**src/rtl/multicycle_control_if.sv**
```systemverilog
// multicycle_control_if
//   Bundles the control/datapath signals of the multicycle MIPS controller.
//   master : the controller (reads op/funct/zero, drives selects, enables, state)
//   slave  : the datapath (drives op/funct/zero, consumes the controls)
//   This is a cycle-level control bundle: there is no flow control. The
//   controller acts on op/funct/zero every cycle, and the datapath acts on
//   the selects and enables in the same cycle they are driven.
interface multicycle_control_if;
   logic [5:0] op;
   logic [5:0] funct;
   logic       zero;
   logic [2:0] aluControl;
   logic       aluSrcA;
   logic [1:0] aluSrcB;
   logic [1:0] pcSrc;
   logic       iorD;
   logic       irWrite;
   logic       memWrite;
   logic       regWrite;
   logic       regDst;
   logic       memtoReg;
   logic       pcEn;
   logic       instrDone;
   logic       illegalOp;
   logic [3:0] state;

   modport master (
      input  op, funct, zero,
      output aluControl, aluSrcA, aluSrcB, pcSrc, iorD, irWrite, memWrite,
             regWrite, regDst, memtoReg, pcEn, instrDone, illegalOp, state
   );

   modport slave (
      output op, funct, zero,
      input  aluControl, aluSrcA, aluSrcB, pcSrc, iorD, irWrite, memWrite,
             regWrite, regDst, memtoReg, pcEn, instrDone, illegalOp, state
   );
endinterface

```
**src/rtl/multicycle_control.sv**
```systemverilog
// multicycle_control
//   Moore main controller plus ALU decoder for the multicycle MIPS datapath.
//   Ports:
//     clk    : system clock, rising edge
//     resetN : asynchronous active-low reset
//     dp     : multicycle_control_if.master (op/funct/zero in; selects,
//              enables, aluControl, instrDone, illegalOp, debug state out)
module multicycle_control (
   input logic                  clk,
   input logic                  resetN,
   multicycle_control_if.master dp
);

   typedef enum logic [3:0] {
      S_FETCH    = 4'd0,
      S_DECODE   = 4'd1,
      S_MEMADR   = 4'd2,
      S_MEMRD    = 4'd3,
      S_MEMWB    = 4'd4,
      S_MEMWR    = 4'd5,
      S_EXECUTE  = 4'd6,
      S_ALUWB    = 4'd7,
      S_BRANCH   = 4'd8,
      S_ADDIEXEC = 4'd9,
      S_ADDIWB   = 4'd10,
      S_JUMP     = 4'd11
   } state_t;

   localparam logic [5:0] OP_RTYPE = 6'b000000;
   localparam logic [5:0] OP_LW    = 6'b100011;
   localparam logic [5:0] OP_SW    = 6'b101011;
   localparam logic [5:0] OP_BEQ   = 6'b000100;
   localparam logic [5:0] OP_ADDI  = 6'b001000;
   localparam logic [5:0] OP_J     = 6'b000010;

   localparam logic [5:0] FN_ADD = 6'b100000;
   localparam logic [5:0] FN_SUB = 6'b100010;
   localparam logic [5:0] FN_AND = 6'b100100;
   localparam logic [5:0] FN_OR  = 6'b100101;
   localparam logic [5:0] FN_SLT = 6'b101010;

   state_t     state_q;
   logic       op_legal;
   logic       funct_legal;
   logic       illegal;

   logic [1:0] alu_op;
   logic       pc_write;
   logic       branch;
   logic       ir_write_d;
   logic       mem_write_d;
   logic       reg_write_d;
   logic       done_d;
   logic       illegal_d;

   assign op_legal    = (dp.op == OP_RTYPE) || (dp.op == OP_LW) || (dp.op == OP_SW) ||
                        (dp.op == OP_BEQ) || (dp.op == OP_ADDI) || (dp.op == OP_J);
   assign funct_legal = (dp.funct == FN_ADD) || (dp.funct == FN_SUB) || (dp.funct == FN_AND) ||
                        (dp.funct == FN_OR) || (dp.funct == FN_SLT);
   assign illegal     = !op_legal || ((dp.op == OP_RTYPE) && !funct_legal);

   // Sequencer. Unused encodings 12-15 fall back to FETCH via default.
   always_ff @(posedge clk or negedge resetN) begin
      if (!resetN) begin
         state_q <= S_FETCH;
      end else begin
         case (state_q)
            S_FETCH:  state_q <= S_DECODE;
            S_DECODE: begin
               if (illegal) begin
                  state_q <= S_FETCH;
               end else begin
                  case (dp.op)
                     OP_LW, OP_SW: state_q <= S_MEMADR;
                     OP_RTYPE:     state_q <= S_EXECUTE;
                     OP_BEQ:       state_q <= S_BRANCH;
                     OP_ADDI:      state_q <= S_ADDIEXEC;
                     OP_J:         state_q <= S_JUMP;
                     default:      state_q <= S_FETCH;
                  endcase
               end
            end
            S_MEMADR:   state_q <= (dp.op == OP_LW) ? S_MEMRD : S_MEMWR;
            S_MEMRD:    state_q <= S_MEMWB;
            S_EXECUTE:  state_q <= S_ALUWB;
            S_ADDIEXEC: state_q <= S_ADDIWB;
            default:    state_q <= S_FETCH;
         endcase
      end
   end

   // Moore decode of the current state; DECODE additionally looks at op/funct.
   always_comb begin
      alu_op        = 2'b00;
      pc_write      = 1'b0;
      branch        = 1'b0;
      ir_write_d    = 1'b0;
      mem_write_d   = 1'b0;
      reg_write_d   = 1'b0;
      done_d        = 1'b0;
      illegal_d     = 1'b0;
      dp.aluSrcA    = 1'b0;
      dp.aluSrcB    = 2'b00;
      dp.pcSrc      = 2'b00;
      dp.iorD       = 1'b0;
      dp.regDst     = 1'b0;
      dp.memtoReg   = 1'b0;
      case (state_q)
         S_FETCH: begin
            dp.aluSrcB = 2'b01;
            ir_write_d = 1'b1;
            pc_write   = 1'b1;
         end
         S_DECODE: begin
            dp.aluSrcB = 2'b11;
            illegal_d  = illegal;
            done_d     = illegal;
         end
         S_MEMADR: begin
            dp.aluSrcA = 1'b1;
            dp.aluSrcB = 2'b10;
         end
         S_MEMRD: dp.iorD = 1'b1;
         S_MEMWB: begin
            dp.memtoReg = 1'b1;
            reg_write_d = 1'b1;
            done_d      = 1'b1;
         end
         S_MEMWR: begin
            dp.iorD     = 1'b1;
            mem_write_d = 1'b1;
            done_d      = 1'b1;
         end
         S_EXECUTE: begin
            dp.aluSrcA = 1'b1;
            alu_op     = 2'b10;
         end
         S_ALUWB: begin
            dp.regDst   = 1'b1;
            reg_write_d = 1'b1;
            done_d      = 1'b1;
         end
         S_BRANCH: begin
            dp.aluSrcA = 1'b1;
            alu_op     = 2'b01;
            dp.pcSrc   = 2'b01;
            branch     = 1'b1;
            done_d     = 1'b1;
         end
         S_ADDIEXEC: begin
            dp.aluSrcA = 1'b1;
            dp.aluSrcB = 2'b10;
         end
         S_ADDIWB: begin
            reg_write_d = 1'b1;
            done_d      = 1'b1;
         end
         S_JUMP: begin
            dp.pcSrc = 2'b10;
            pc_write = 1'b1;
            done_d   = 1'b1;
         end
         default: ;
      endcase
   end

   // ALU decoder.
   always_comb begin
      dp.aluControl = 3'b010;
      case (alu_op)
         2'b01: dp.aluControl = 3'b110;
         2'b10: begin
            case (dp.funct)
               FN_SUB:  dp.aluControl = 3'b110;
               FN_AND:  dp.aluControl = 3'b000;
               FN_OR:   dp.aluControl = 3'b001;
               FN_SLT:  dp.aluControl = 3'b111;
               default: dp.aluControl = 3'b010;
            endcase
         end
         default: dp.aluControl = 3'b010;
      endcase
   end

   // Reset already forces FETCH, whose decode asserts irWrite/pcWrite; the
   // enables are gated with resetN so nothing is written while reset is held.
   assign dp.irWrite   = resetN & ir_write_d;
   assign dp.memWrite  = resetN & mem_write_d;
   assign dp.regWrite  = resetN & reg_write_d;
   assign dp.pcEn      = resetN & (pc_write | (branch & dp.zero));
   assign dp.instrDone = resetN & done_d;
   assign dp.illegalOp = resetN & illegal_d;
   assign dp.state     = state_q;

endmodule

```
**src/flat_wrapper.sv**
```systemverilog
// flat-port wrapper written by rule: the top's interface ports become plain ports
module multicycle_control_flat 
  (clk, resetN, dp_op, dp_funct, dp_zero, dp_aluControl, dp_aluSrcA, dp_aluSrcB, dp_pcSrc, dp_iorD, dp_irWrite, dp_memWrite, dp_regWrite, dp_regDst, dp_memtoReg, dp_pcEn, dp_instrDone, dp_illegalOp, dp_state);
  multicycle_control_if dp_i ();
  input logic clk;
  input logic resetN;
  input wire logic [$bits(dp_i.op)-1:0] dp_op;
  input wire logic [$bits(dp_i.funct)-1:0] dp_funct;
  input wire logic [$bits(dp_i.zero)-1:0] dp_zero;
  output wire logic [$bits(dp_i.aluControl)-1:0] dp_aluControl;
  output wire logic [$bits(dp_i.aluSrcA)-1:0] dp_aluSrcA;
  output wire logic [$bits(dp_i.aluSrcB)-1:0] dp_aluSrcB;
  output wire logic [$bits(dp_i.pcSrc)-1:0] dp_pcSrc;
  output wire logic [$bits(dp_i.iorD)-1:0] dp_iorD;
  output wire logic [$bits(dp_i.irWrite)-1:0] dp_irWrite;
  output wire logic [$bits(dp_i.memWrite)-1:0] dp_memWrite;
  output wire logic [$bits(dp_i.regWrite)-1:0] dp_regWrite;
  output wire logic [$bits(dp_i.regDst)-1:0] dp_regDst;
  output wire logic [$bits(dp_i.memtoReg)-1:0] dp_memtoReg;
  output wire logic [$bits(dp_i.pcEn)-1:0] dp_pcEn;
  output wire logic [$bits(dp_i.instrDone)-1:0] dp_instrDone;
  output wire logic [$bits(dp_i.illegalOp)-1:0] dp_illegalOp;
  output wire logic [$bits(dp_i.state)-1:0] dp_state;
  assign dp_i.op = dp_op;
  assign dp_i.funct = dp_funct;
  assign dp_i.zero = dp_zero;
  assign dp_aluControl = dp_i.aluControl;
  assign dp_aluSrcA = dp_i.aluSrcA;
  assign dp_aluSrcB = dp_i.aluSrcB;
  assign dp_pcSrc = dp_i.pcSrc;
  assign dp_iorD = dp_i.iorD;
  assign dp_irWrite = dp_i.irWrite;
  assign dp_memWrite = dp_i.memWrite;
  assign dp_regWrite = dp_i.regWrite;
  assign dp_regDst = dp_i.regDst;
  assign dp_memtoReg = dp_i.memtoReg;
  assign dp_pcEn = dp_i.pcEn;
  assign dp_instrDone = dp_i.instrDone;
  assign dp_illegalOp = dp_i.illegalOp;
  assign dp_state = dp_i.state;
  multicycle_control u_core (.clk(clk), .resetN(resetN), .dp(dp_i));
endmodule
```
**config.mk**
```make
export PLATFORM = sky130hd
export DESIGN_NAME = multicycle_control_flat
export DESIGN_NICKNAME = d
export VERILOG_FILES = /design/src/rtl/multicycle_control_if.sv /design/src/rtl/multicycle_control.sv /design/src/flat_wrapper.sv
export SDC_FILE = /design/constraint.sdc
export NUM_CORES = 1
export LEC_CHECK = 0
export BUFFER_PORTS_ARGS = -buffer_cell sky130_fd_sc_hd__buf_4
export CORE_UTILIZATION = 38
export DETAILED_ROUTE_END_ITERATION = 16
export MAX_ROUTING_LAYER = met4
export PLACE_DENSITY_LB_ADDON = 0.3
export SYNTH_ARGS = -nofsm -noshare
export SYNTH_HDL_FRONTEND = slang
export SYNTH_SLANG_ARGS = --single-unit
```
**constraint.sdc**
```tcl
create_clock -name clk -period 1.85 [get_ports clk]
set_input_delay 0.0925 -clock clk [delete_from_list [all_inputs] [get_ports clk]]
set_output_delay 0.0925 -clock clk [all_outputs]
set_load 0.005 [all_outputs]
```
==> flow_summary.yaml <==
final_layout:
  layoutNonFillerInstCount: 145
  fillerInstances: 147
  largest_reg_flops: 4
  areaGrowthSynthToFinish_pct: 61.9
  multi_input_area_um2: 519
  register_area_um2: 101
  final_cell_area_um2: 1010
  drive_gt1_share_pct: 47.3
  antenna_cells: 0
  nNetsFinal: 148
timing:
  finalSetupViolations: 0
  slew_headroom_pct: 71.3
  rsz0062_at_grt: "true"
  finalCritPeriodShare_pct: 99.9
  final-hold-violation-count: 0
  fin_skew_ns: 0.00419
  fin_crit_ns: 1.85
  worstMarginPinSlew_ns: 0.419
  hold_slack_ns: 0.192
  fmax_mhz: 541
  maxSlewViolCount: 0
setup_path:
  start_kind: "flip-flop"
  critical_path_required_ns: 1.76
  critPathMaxFanout: 3
  worstPathCellList: "nand2b_4, or3b_4, inv_2, ha_4, a211o_1, buf_6"
  crit_path_end_kind: "output pin"
  max_stage_delay_ns: 0.38
  critical_path_class: "flip-flop to output pin"
  cp.arrival_ns: 1.76
  slowest_stage: "or3b_4"
pwr:
  peakVddDrop_mv: 0.390
  p_per_area_nw_per_um2: 724
  p_leak_nw: 0.453
placed_design:
  place.port_buffers: 35
  place_inst: 141
  place_area_um2: 948
  gp_congestion: 0.908
  dp.final_hpwl_um: 1400
clocking:
  root_buffer: "clkbuf_4"
  cts_setup_buffers: 0
  clk_latency_ns: 0.25
  numCtsBuffers: 3
  cts_buffer_depth: 2
  cts_tree: "done"
  ctsHtreeMaxLevel: 1
  cts_sinks: 4
  clk_pin_slew_ns: 0.04
floorplan:
  initial_core_util_pct: 41.0
  dieArea_um2: 1810
  num_rows: 14
  coreArea_um2: 1520
  fp.dieW_um: 42.5
  io_pins: 36
  die_h_um: 42.5
global_route:
  grt_overflow_total: 0
  grt_pass1_wl_um: 3110
  grt_max_degree: 14
  antenna_found_initial: 0
  grt_pass1_vias: 703
  grtUsageTotal_pct: 23.0
yosys:
  syn_nets: 105
  avgSynthCellArea_um2: 7.09
  yosys_warnings: 0
  synth-seq-cells: 4
  synth_cell_type_count: 37
  synth_edf_count: 0
  synth_flop_cell: "dfrtp_1"
  synth-async-reset-ratio_pct: 100
  seq_area_frac_synth_pct: 16.0
  synth_area_um2: 624
  synthCells: 88
drt:
  wirelength_um: 1850
  avgViaCountPerCell: 5.50
  num_vias: 798
  drc: 0
  wl_per_cell_um: 12.8
  firstDrtPassIters: 4
  dr.first_iter.drc_count: 12
  ant_nets: 0
run:
  maxCapViolCount: 0
run_status:
  status: "complete, no violations"
min_path:
  hold_class: "primary input to flip-flop"
[cell usage in the layout, fill, tap and decap left out, types with 3 or more instances in the layout]
| cell | Yosys | layout |
|---|---|---|
| a21oi_1 | 4 | 4 |
| inv_1 | 5 | 4 |
| nor2b_1 | 5 | 5 |
| nor3_1 | 9 | 7 |
| buf_4 | 0 | 41 |
| nand2_1 | 5 | 5 |
| clkbuf_4 | 0 | 3 |
| o21ai_0 | 5 | 5 |
| dfrtp_1 | 4 | 3 |
| nand3_1 | 3 | 3 |
| nor2_1 | 8 | 8 |
[routing by layer]
layer	routed length [um]	share of wire, %	up-vias	global-route usage, %
met2	922	50	26	35.1
met1	827	45	362	29.7
met5	0	0	-	-
met3	74	4.0	3	3.88
met4	28	1.5	0	10.0
li1	-	-	407	-
[worst max-delay path: cells and delay by family (launching register included)]
family | cells | cell delay (ns)
AOI/OAI and AO/OA | 1 | 0.23
DFF | 1 | 0.37
and+or+nand+nor | 2 | 0.52
adders and majority gates | 1 | 0.20
buffers and inverters | 2 | 0.20
[cells by family (layout without fill, tap and decap cells)]
group                      after synthesis  in the layout  share of synthesized area (%)
and+or+nand+nor                         43             43                           39.1
DFF                                      4              4                           16.0
adders and majority gates                2              2                           4.01
xor gates and xnor gates                 3              3                           4.21
buffers and inverters                   10             51                           6.01
AOI/OAI and AO/OA                       25             25                           28.9
muxes                                    1              1                           1.80
[Yosys cell counts (2+ instances only)]
library cell  instances  share of area (%)
o21ai_0               5                4.0
o21a_1                2                2.4
nand2_1               5                3.0
nor3b_1               2                2.4
ha_1                  2                4.0
o21bai_1              2                2.4
nand2b_1              3                3.0
nor2_1                8                4.8
dfrtp_1               4                 16
clkbuf_1              5                3.0
a21oi_1               4                3.2
xnor2_1               2                2.8
or3b_2                2                2.8
inv_1                 5                3.0
nor2b_1               5                5.0
nor3_1                9                7.2
nand3_1               3                2.4
[report_power, final]
| part | switching, W | internal (W) |
|---|---|---|
| clock | 0.0000432 | 0.0000730 |
| combinational | 0.000233 | 0.000255 |
| sequential | 0.0000203 | 0.000107 |
[what timing repair did]
| action | in CTS | in global routing |
|---|---|---|
| endpoints found under the setup margin | 3 | 4 |
| hold buffers | 1 | 0 |
| resized for setup | 5 | 3 |
| pin swaps | 2 | 0 |
| endpoints found under the hold margin | 4 | 0 |
[final timing paths]
| check | start | to | slack, ns | cells after the start |
|---|---|---|---|---|
| max | u_core.dp.state[3] | dp_aluControl[1] | 0.002 | 6 |
| min | dp_op[2] | u_core.dp.state[0] | 0.19 | 3 |
| max reg2reg | u_core.dp.state[1] | u_core.dp.state[0] | 0.33 | 3 |
| min reg2reg | u_core.dp.state[3] | u_core.dp.state[0] | 0.62 | 2 |
| max in group asynchronous | resetN | u_core.dp.state[2] | 1.51 | 2 |
| min in group asynchronous | resetN | u_core.dp.state[3] | 0.20 | 2 |
[stage by stage]
stage               utilization, %  setup slack [ns]  TNS (ns)  power [W]
floorplan                        -            0.0119         0   0.000360
global placement              62.2            0.0990         0   0.000582
detailed placement            62.2            0.0568         0   0.000598
CTS                           65.9          -0.00129  -0.00129   0.000724
global route                  66.3           -0.0449   -0.0804   0.000786
finish                        66.3           0.00190         0   0.000732
[area by class of cell]
class / instances / area share [%]
Clock buffer: 3 / 2.23
Inverter: 5 / 1.86
Multi-Input combinational cell: 74 / 51.4
Sequential cell: 4 / 10.0
Tap cell: 16 / 1.98
Timing Repair Buffer: 43 / 32.5
(Power assumes the default switching activity.)
